--- src/rtl/cell_buffer_arbiter.sv ---
// cell_buffer_arbiter: arbitrates one single-port cell RAM between display reads, a clear sequencer and a held write.
// Optional feature: define CELL_ARB_CLEAR_EN to build the clear sequencer (clr_req, busy, CLEAR state).
// Ports: clk, rst (sync, active-high); wr_req/wr_data -> 1-entry hold, committed at wr_ptr with a wr_ack pulse;
// clr_req starts a clear, busy high while clearing; rd_req/rd_addr -> rd_data/rd_valid one cycle later;
// mem_addr/mem_we/mem_wdata/mem_rdata drive a synchronous RAM with 1-cycle read latency.
module cell_buffer_arbiter #(
    parameter int         CELL_HORIZONTAL_LENGHT = 36,
    parameter int         CELL_VERTICAL_LENGHT   = 20,
    parameter logic [7:0] CLEAR_VALUE            = 8'h00,
    localparam int        N  = CELL_HORIZONTAL_LENGHT * CELL_VERTICAL_LENGHT,
    localparam int        AW = $clog2(N)
) (
    input  logic          clk,
    input  logic          rst,
    input  logic          wr_req,
    input  logic [7:0]    wr_data,
    input  logic          clr_req,
    input  logic          rd_req,
    input  logic [AW-1:0] rd_addr,
    output logic [7:0]    rd_data,
    output logic          rd_valid,
    output logic [AW-1:0] mem_addr,
    output logic          mem_we,
    output logic [7:0]    mem_wdata,
    input  logic [7:0]    mem_rdata,
    output logic [AW-1:0] wr_ptr,
    output logic          wr_ack,
    output logic          busy
);
`ifdef CELL_ARB_CLEAR_EN
    localparam bit CLR_EN = 1'b1;
`else
    localparam bit CLR_EN = 1'b0;
`endif
    typedef enum logic {IDLE, CLEAR} state_t;
    state_t        state;
    logic          hold_v;
    logic [7:0]    hold_d;
    logic [AW-1:0] clr_addr;
    logic          rd_oob;
    logic          clr_go;
    logic          wr_go;
    logic          clr_last;
    assign busy = state == CLEAR;
    // Reads always win the port; reset forces every RAM-side output quiet in the same cycle.
    always_comb begin
        clr_go    = !rd_req && state == CLEAR;
        wr_go     = !rd_req && state == IDLE && hold_v;
        clr_last  = clr_go && clr_addr == AW'(N - 1);
        mem_we    = !rst && (clr_go || wr_go);
        wr_ack    = !rst && wr_go;
        mem_addr  = rst ? '0 : rd_req ? rd_addr : clr_go ? clr_addr : wr_ptr;
        mem_wdata = rst ? '0 : clr_go ? CLEAR_VALUE : hold_d;
        rd_data   = rd_valid && !rd_oob ? mem_rdata : 8'h00;
    end
    always_ff @(posedge clk) begin
        if (rst) begin
            state    <= IDLE;
            wr_ptr   <= '0;
            hold_v   <= 1'b0;
            hold_d   <= 8'h00;
            clr_addr <= '0;
            rd_valid <= 1'b0;
            rd_oob   <= 1'b0;
        end else begin
            rd_valid <= rd_req;
            rd_oob   <= int'(rd_addr) >= N;
            // A request landing on the commit cycle refills the slot being freed.
            if (wr_req && (!hold_v || wr_go)) begin
                hold_v <= 1'b1;
                hold_d <= wr_data;
            end else if (wr_go) begin
                hold_v <= 1'b0;
            end
            if (wr_go)
                wr_ptr <= wr_ptr == AW'(N - 1) ? '0 : wr_ptr + AW'(1);
            if (state == IDLE && clr_req && CLR_EN) begin
                state    <= CLEAR;
                clr_addr <= '0;
            end else if (clr_last) begin
                state  <= IDLE;
                wr_ptr <= '0;
            end else if (clr_go) begin
                clr_addr <= clr_addr + AW'(1);
            end
        end
    end
endmodule
--- config.mk ---
export PLATFORM = sky130hd
export DESIGN_NAME = cell_buffer_arbiter
export DESIGN_NICKNAME = d
export VERILOG_FILES = /design/src/rtl/cell_buffer_arbiter.sv
export SDC_FILE = /design/constraint.sdc
export NUM_CORES = 1
export LEC_CHECK = 0
export BUFFER_PORTS_ARGS = -buffer_cell sky130_fd_sc_hd__buf_2
export CAP_MARGIN = 10
export CORE_UTILIZATION = 40
export CTS_CLUSTER_DIAMETER = 100
export DETAILED_ROUTE_END_ITERATION = 12
export PLACE_DENSITY = 0.75
export SYNTH_ARGS = -nofsm -noshare
export SYNTH_HDL_FRONTEND = slang
export SYNTH_SLANG_ARGS = --single-unit
--- constraint.sdc ---
create_clock -name clk -period 4.2 [get_ports clk]
set_clock_uncertainty 0.2 [all_clocks]
set_input_delay 0.84 -clock clk [delete_from_list [all_inputs] [get_ports clk]]
set_output_delay 0.84 -clock clk [all_outputs]
set_load 0.02 [all_outputs]
### Word level (Yosys, flattened, before mapping)

Index checks and enable logic that the tools add are counted.

* add/sub/neg operators: 1
* magnitude comparators: 1
* eq/ne operators: 1
* muxes and demuxes: 7
* reductions and logical operators: 10

Operators with widths (count)
* 10-bit 2-to-1 mux: 3
* 8-bit 2-to-1 mux: 2
* 10-bit by 1-bit adder with 10-bit output, second input constant: 1
* 10-bit equality test, second input constant: 1
* 10-bit >= comparator, second input constant: 1
* 1-bit logical AND: 4
* 1-bit zero test: 4
* 1-bit 2-to-1 mux: 2
* 2-bit nonzero test: 1
* 1-bit logical OR: 1

* register bits after elaboration: 21
* output and inout bits: 40

### Depth between registers and ports, before layout

* word-level depth: 5
* depth in mapped cells: 6

### Worst setup path before layout

Ideal clock, no wire load.

* path kind: in2out
* start: in rst
* end: out wr_ack
* data arrival time: 1794 ps
* data required time: 3160 ps
* path slack: 1366 ps
* cell stages on the path: 4
* path buffers: 3
* cells stage by stage: clkbuf_1 buf_1 nor2_1 buf_4

* longest elaborated chain between the ends: 2

Ends and longest elaborated chain
* start, declared: RTL line 14 `input logic rst,`
* 1-bit zero test
* 1-bit logical AND
* end, declared: RTL line 27 `output logic wr_ack,`

No other way between the ends.

### Worst setup path after layout

* start: in rd_req
* end: out mem_we

* longest elaborated chain between the ends: 3

Ends and longest elaborated chain
* start, declared: RTL line 18 `input logic rd_req,`
* 1-bit zero test: RTL line 48 `wr_go = !rd_req && state == IDLE && hold_v;`
* 1-bit logical AND: RTL line 48
* 1-bit logical AND: RTL line 50 `mem_we = !rst && (clr_go || wr_go);`
* end, declared: RTL line 23 `output logic mem_we,`

No other way between the ends.

==> results <==
- The run finished with clean final reports.
- Setup repair after global routing left no endpoint under its margin.
- In this design, the critical path's most frequently occurring cell is sky130_fd_sc_hd__buf_2.
- Dividing the detail-routed wire length by the instance count gives 10.40 um.
- The most used flip-flop cell after synthesis is sky130_fd_sc_hd__dfxtp_1.
- The CTS tree is done.
- The clock sink count is 21.
- The number of antenna-violating nets in the routed design is 0.
- In this design, the stage delay of the slowest critical-path cell is roughly 0.34 ns.
- The die footprint is 0.003204 mm^2.
- The clock-pin slew of the registers on the worst-case setup and hold paths is ~0.13 ns.
- Counting both buffers and inverters, the worst setup path holds a total of 2.
- In this run, synthesis inferred 0 flip-flops with an integrated enable.
- The top cell type by area accounts for 35.26% of the synthesized area.
- The minimum period implied by the final worst setup slack is 2.725 ns.
- The startpoint of the tightest hold check path is hold_d[3].
- After detailed routing, the number of remaining DRC violations is 0.
- Setup violations remaining at the end of the flow were counted as 0.
- Once layout is complete, the cells apart from fillers number ~240.
- The max-cap check violation count is 0.
- Once the floorplan was initialized, standard cells occupied a little over two fifths of the core.
- The setup path with the least slack is of type input port to output port.
- Counting flops and latches in the post-synthesis netlist gives 21.
- Summed over all layers, the routed wires come to approximately 2.5 mm.
- Counting the buffers created by CTS gives 3.
- Counting every instance in the synthesized netlist gives ~150.
- The number of vias in the routed layout is approximately 1.2k.
- After detailed routing, the number of vias per cell comes to 4.787.
- The initial antenna violation count was 0.
- The clock latency on the worst-skew pair is approximately 0.31 ns.
- CTS placed an instance of sky130_fd_sc_hd__clkbuf_4 at the clock tree root.
- The instance count after placement with tap cells included is 240.
- The overall track demand over capacity in global routing is 16.10%.
- The tightest min-delay check is of the flip-flop to flip-flop type.
- For this design, the CTS-stage hold fixing added 0 buffers.
- The clock passes through at most 2 buffers.
- In this run the count of I/O pins placed on the die edge is 71.
- The power density over cell area is 251.7 mW/mm^2.
- The worst hold slack is around 0.26 ns.
- After routing, the total negative slack on setup checks comes to 0 ns.
- The horizontal die dimension is roughly 57 um.
- Sorting the synthesized cells by area gives the leading types as sky130_fd_sc_hd__dfxtp_1, sky130_fd_sc_hd__mux2i_1, sky130_fd_sc_hd__nand2_1.
- The standby leakage power is approximately 0.8 nW.
- The iteration-0 DRC count of the detailed router is 26.
- The first TritonRoute pass finished after 4 iterations.
- The largest individual stage delay along the critical path comes from the cell sky130_fd_sc_hd__buf_2.
- In this run the critical register-to-register path is launched from wr_ptr[6].
- The number of global-route vias before repair is between 900 and 1k.
- STA puts the critical path data arrival time at approximately 1.7 ns.
- In this run the tightest slew margin relative to its limit is ~60%.
- The count of cell types in the netlist is 35.
- The top cell type by total area after synthesis is sky130_fd_sc_hd__dfxtp_1.
- The post-detailed-placement half-perimeter wirelength is ~1.9 mm.
- The hold violation count in the final report is 0.
- The maximum net fanout on the critical path is 17.
- The Yosys warning count is 0.
- At the end of the flow the core is filled with cells to 55.51%.
- The synthesized netlist net count is 183.
- The wire length of the first global-routing pass is about 4.2 mm.
- The type of element launching the critical path is an input port.
- CTS built an H-tree with a depth of 1.
- The synthesized cell area is between 0.001 and 0.0015 mm^2.
- The pin count of the biggest net entering global routing is 38.
- For this run the aggregate overflow at the end of global routing stands at 0.
- At the end of the flow, the number of nets in the layout was about 250.
- The number of gates resized after CTS was 0.
- 0 antenna diodes ended up in the layout.
- The number of max-slew violations in the final report is 0.
- For the worst setup path, the data required time is roughly 3.2 ns.
- The height of the chip is 56.60 um.
- The share of the cycle needed by the critical path after routing is between 60% and 70%.
- The row count is 19.
- Yosys instantiated no cell more often than sky130_fd_sc_hd__nand2_1.
- During placement, the flow inserted port buffers numbering 68.
- The upper clock frequency limit is between 0.3 and 0.4 GHz.
- The congestion estimate from routability-driven global placement came to 0.7722.
- The finished cells cover around 0.0015 mm^2.
- Traced cell by cell, the critical path runs through buf_2, nand2b_1, nor2_1, buf_2.
- A synthesized cell averages 7.897 um^2.
- Across the VDD grid, the largest voltage drop is about 0.00029 V.
- The portion of the post-synthesis area used by sequential elements is between 30% and 40%.
- Of all flip-flops after synthesis, the portion carrying an async set or reset was 0%.
- The post-CTS setup repair buffer count is 0.
- After synthesis, the most frequently instantiated cells are sky130_fd_sc_hd__nand2_1, sky130_fd_sc_hd__dfxtp_1, sky130_fd_sc_hd__nor2_1, sky130_fd_sc_hd__a21oi_1, sky130_fd_sc_hd__nor2b_1.
- Tracing the worst setup path back leads to its startpoint at rd_req.
- The post-synthesis to final-layout area growth is 29.49%.
- The kind of cell with the highest combined delay along the critical path is buffers and inverters.
- The endpoint type of the worst setup path is an output port.
- Once placement finished, the instance area stood at about 0.0015 mm^2.
- Cells with a size suffix above 1 make up between 30% and 40% of the layout.
- For the pin with the worst max-slew slack, the measured transition is 0.6040 ns.
- After floorplanning, the core was sized to cover between 0.002 and 0.003 mm^2.
[logic make-up after synthesis]
group / count (synthesis) / synth area share (%)
AOI/OAI and AO/OA: 18 / 9.235
xor gates and xnor gates: 6 / 4.407
adders and majority gates: 1 / 1.049
buffers and inverters: 11 / 5.140
DFF: 21 / 35.26
muxes: 10 / 8.395
other: 1 / 0.3145
and+or+nand+nor: 83 / 36.20
[where the power goes]
group	switching, W	internal, W
Combinational	0.0000434	0.0000313
Clock	0.0000680	0.0000363
Sequential	0.00000364	0.000206
Total	0.000115	0.000274
[per-stage QoR]
stage / worst slack (ns) / total power, W
after floorplan: 1.366 / 0.0002637
after global placement: 1.458 / 0.0002890
final: 1.475 / 0.0003887
after global routing: 1.352 / 0.0004084
after CTS: 1.456 / 0.0003946
after detailed placement: 1.459 / 0.0002896
[worst register-to-register path, delay by kind of cell (launching register included)]
family / cells / cell delay, ns
flops: 1 / 0.46
compound gates: 3 / 0.46
simple gates: 1 / 0.40
[registers in the layout, indices dropped and copies added, names as in the netlist]
register  flops
wr_ptr       10
hold_d        8
hold_v        1
rd_oob        1
rd_valid      1
[layout make-up]
cell class | count | area [um^2]
inverter | 1 | 3.754
tap | 31 | 38.79
multi-input combinational | 119 | 710.7
fill | 296 | 1237
clock buffer | 3 | 22.52
clock inverter | 1 | 7.507
timing repair buffer | 68 | 340.3
sequential | 21 | 420.4
[per-layer routing]
layer | vias up | part of all wire [%] | track usage, %
met5 | - | 0 | 0
met4 | 0 | 0 | 1.045
met3 | 0 | 7.8 | 6.452
met2 | 41 | 44 | 24.20
met1 | 507 | 48 | 22.65
li1 | 620 | - | -
[path summary, 6_finish.rpt]
path / end / slack [ns] / cells past startpoint
worst min-delay path: hold_d[3] / 0.26 / 2
worst max register to register: wr_ptr[6] / 2.60 / 4
worst min register to register: hold_d[3] / 0.26 / 2
worst max-delay path: mem_we / 1.48 / 4
[placed cells by master (no fill, tap or decap), types with 2 or more instances in the layout]
cell                       synthesis  final
sky130_fd_sc_hd__a21oi_1          12     12
sky130_fd_sc_hd__and3_1            2      2
sky130_fd_sc_hd__and2_1           10     10
sky130_fd_sc_hd__buf_2             1     68
sky130_fd_sc_hd__nand2_1          22     22
sky130_fd_sc_hd__mux2i_1          10     10
sky130_fd_sc_hd__xor2_1            5      5
sky130_fd_sc_hd__nor2b_1          12     12
sky130_fd_sc_hd__clkbuf_4          0      3
sky130_fd_sc_hd__nand3_1           6      6
sky130_fd_sc_hd__nor2_1           21     21
sky130_fd_sc_hd__dfxtp_1          21     21
No activity file was read; power rests on OpenSTA's default activity.
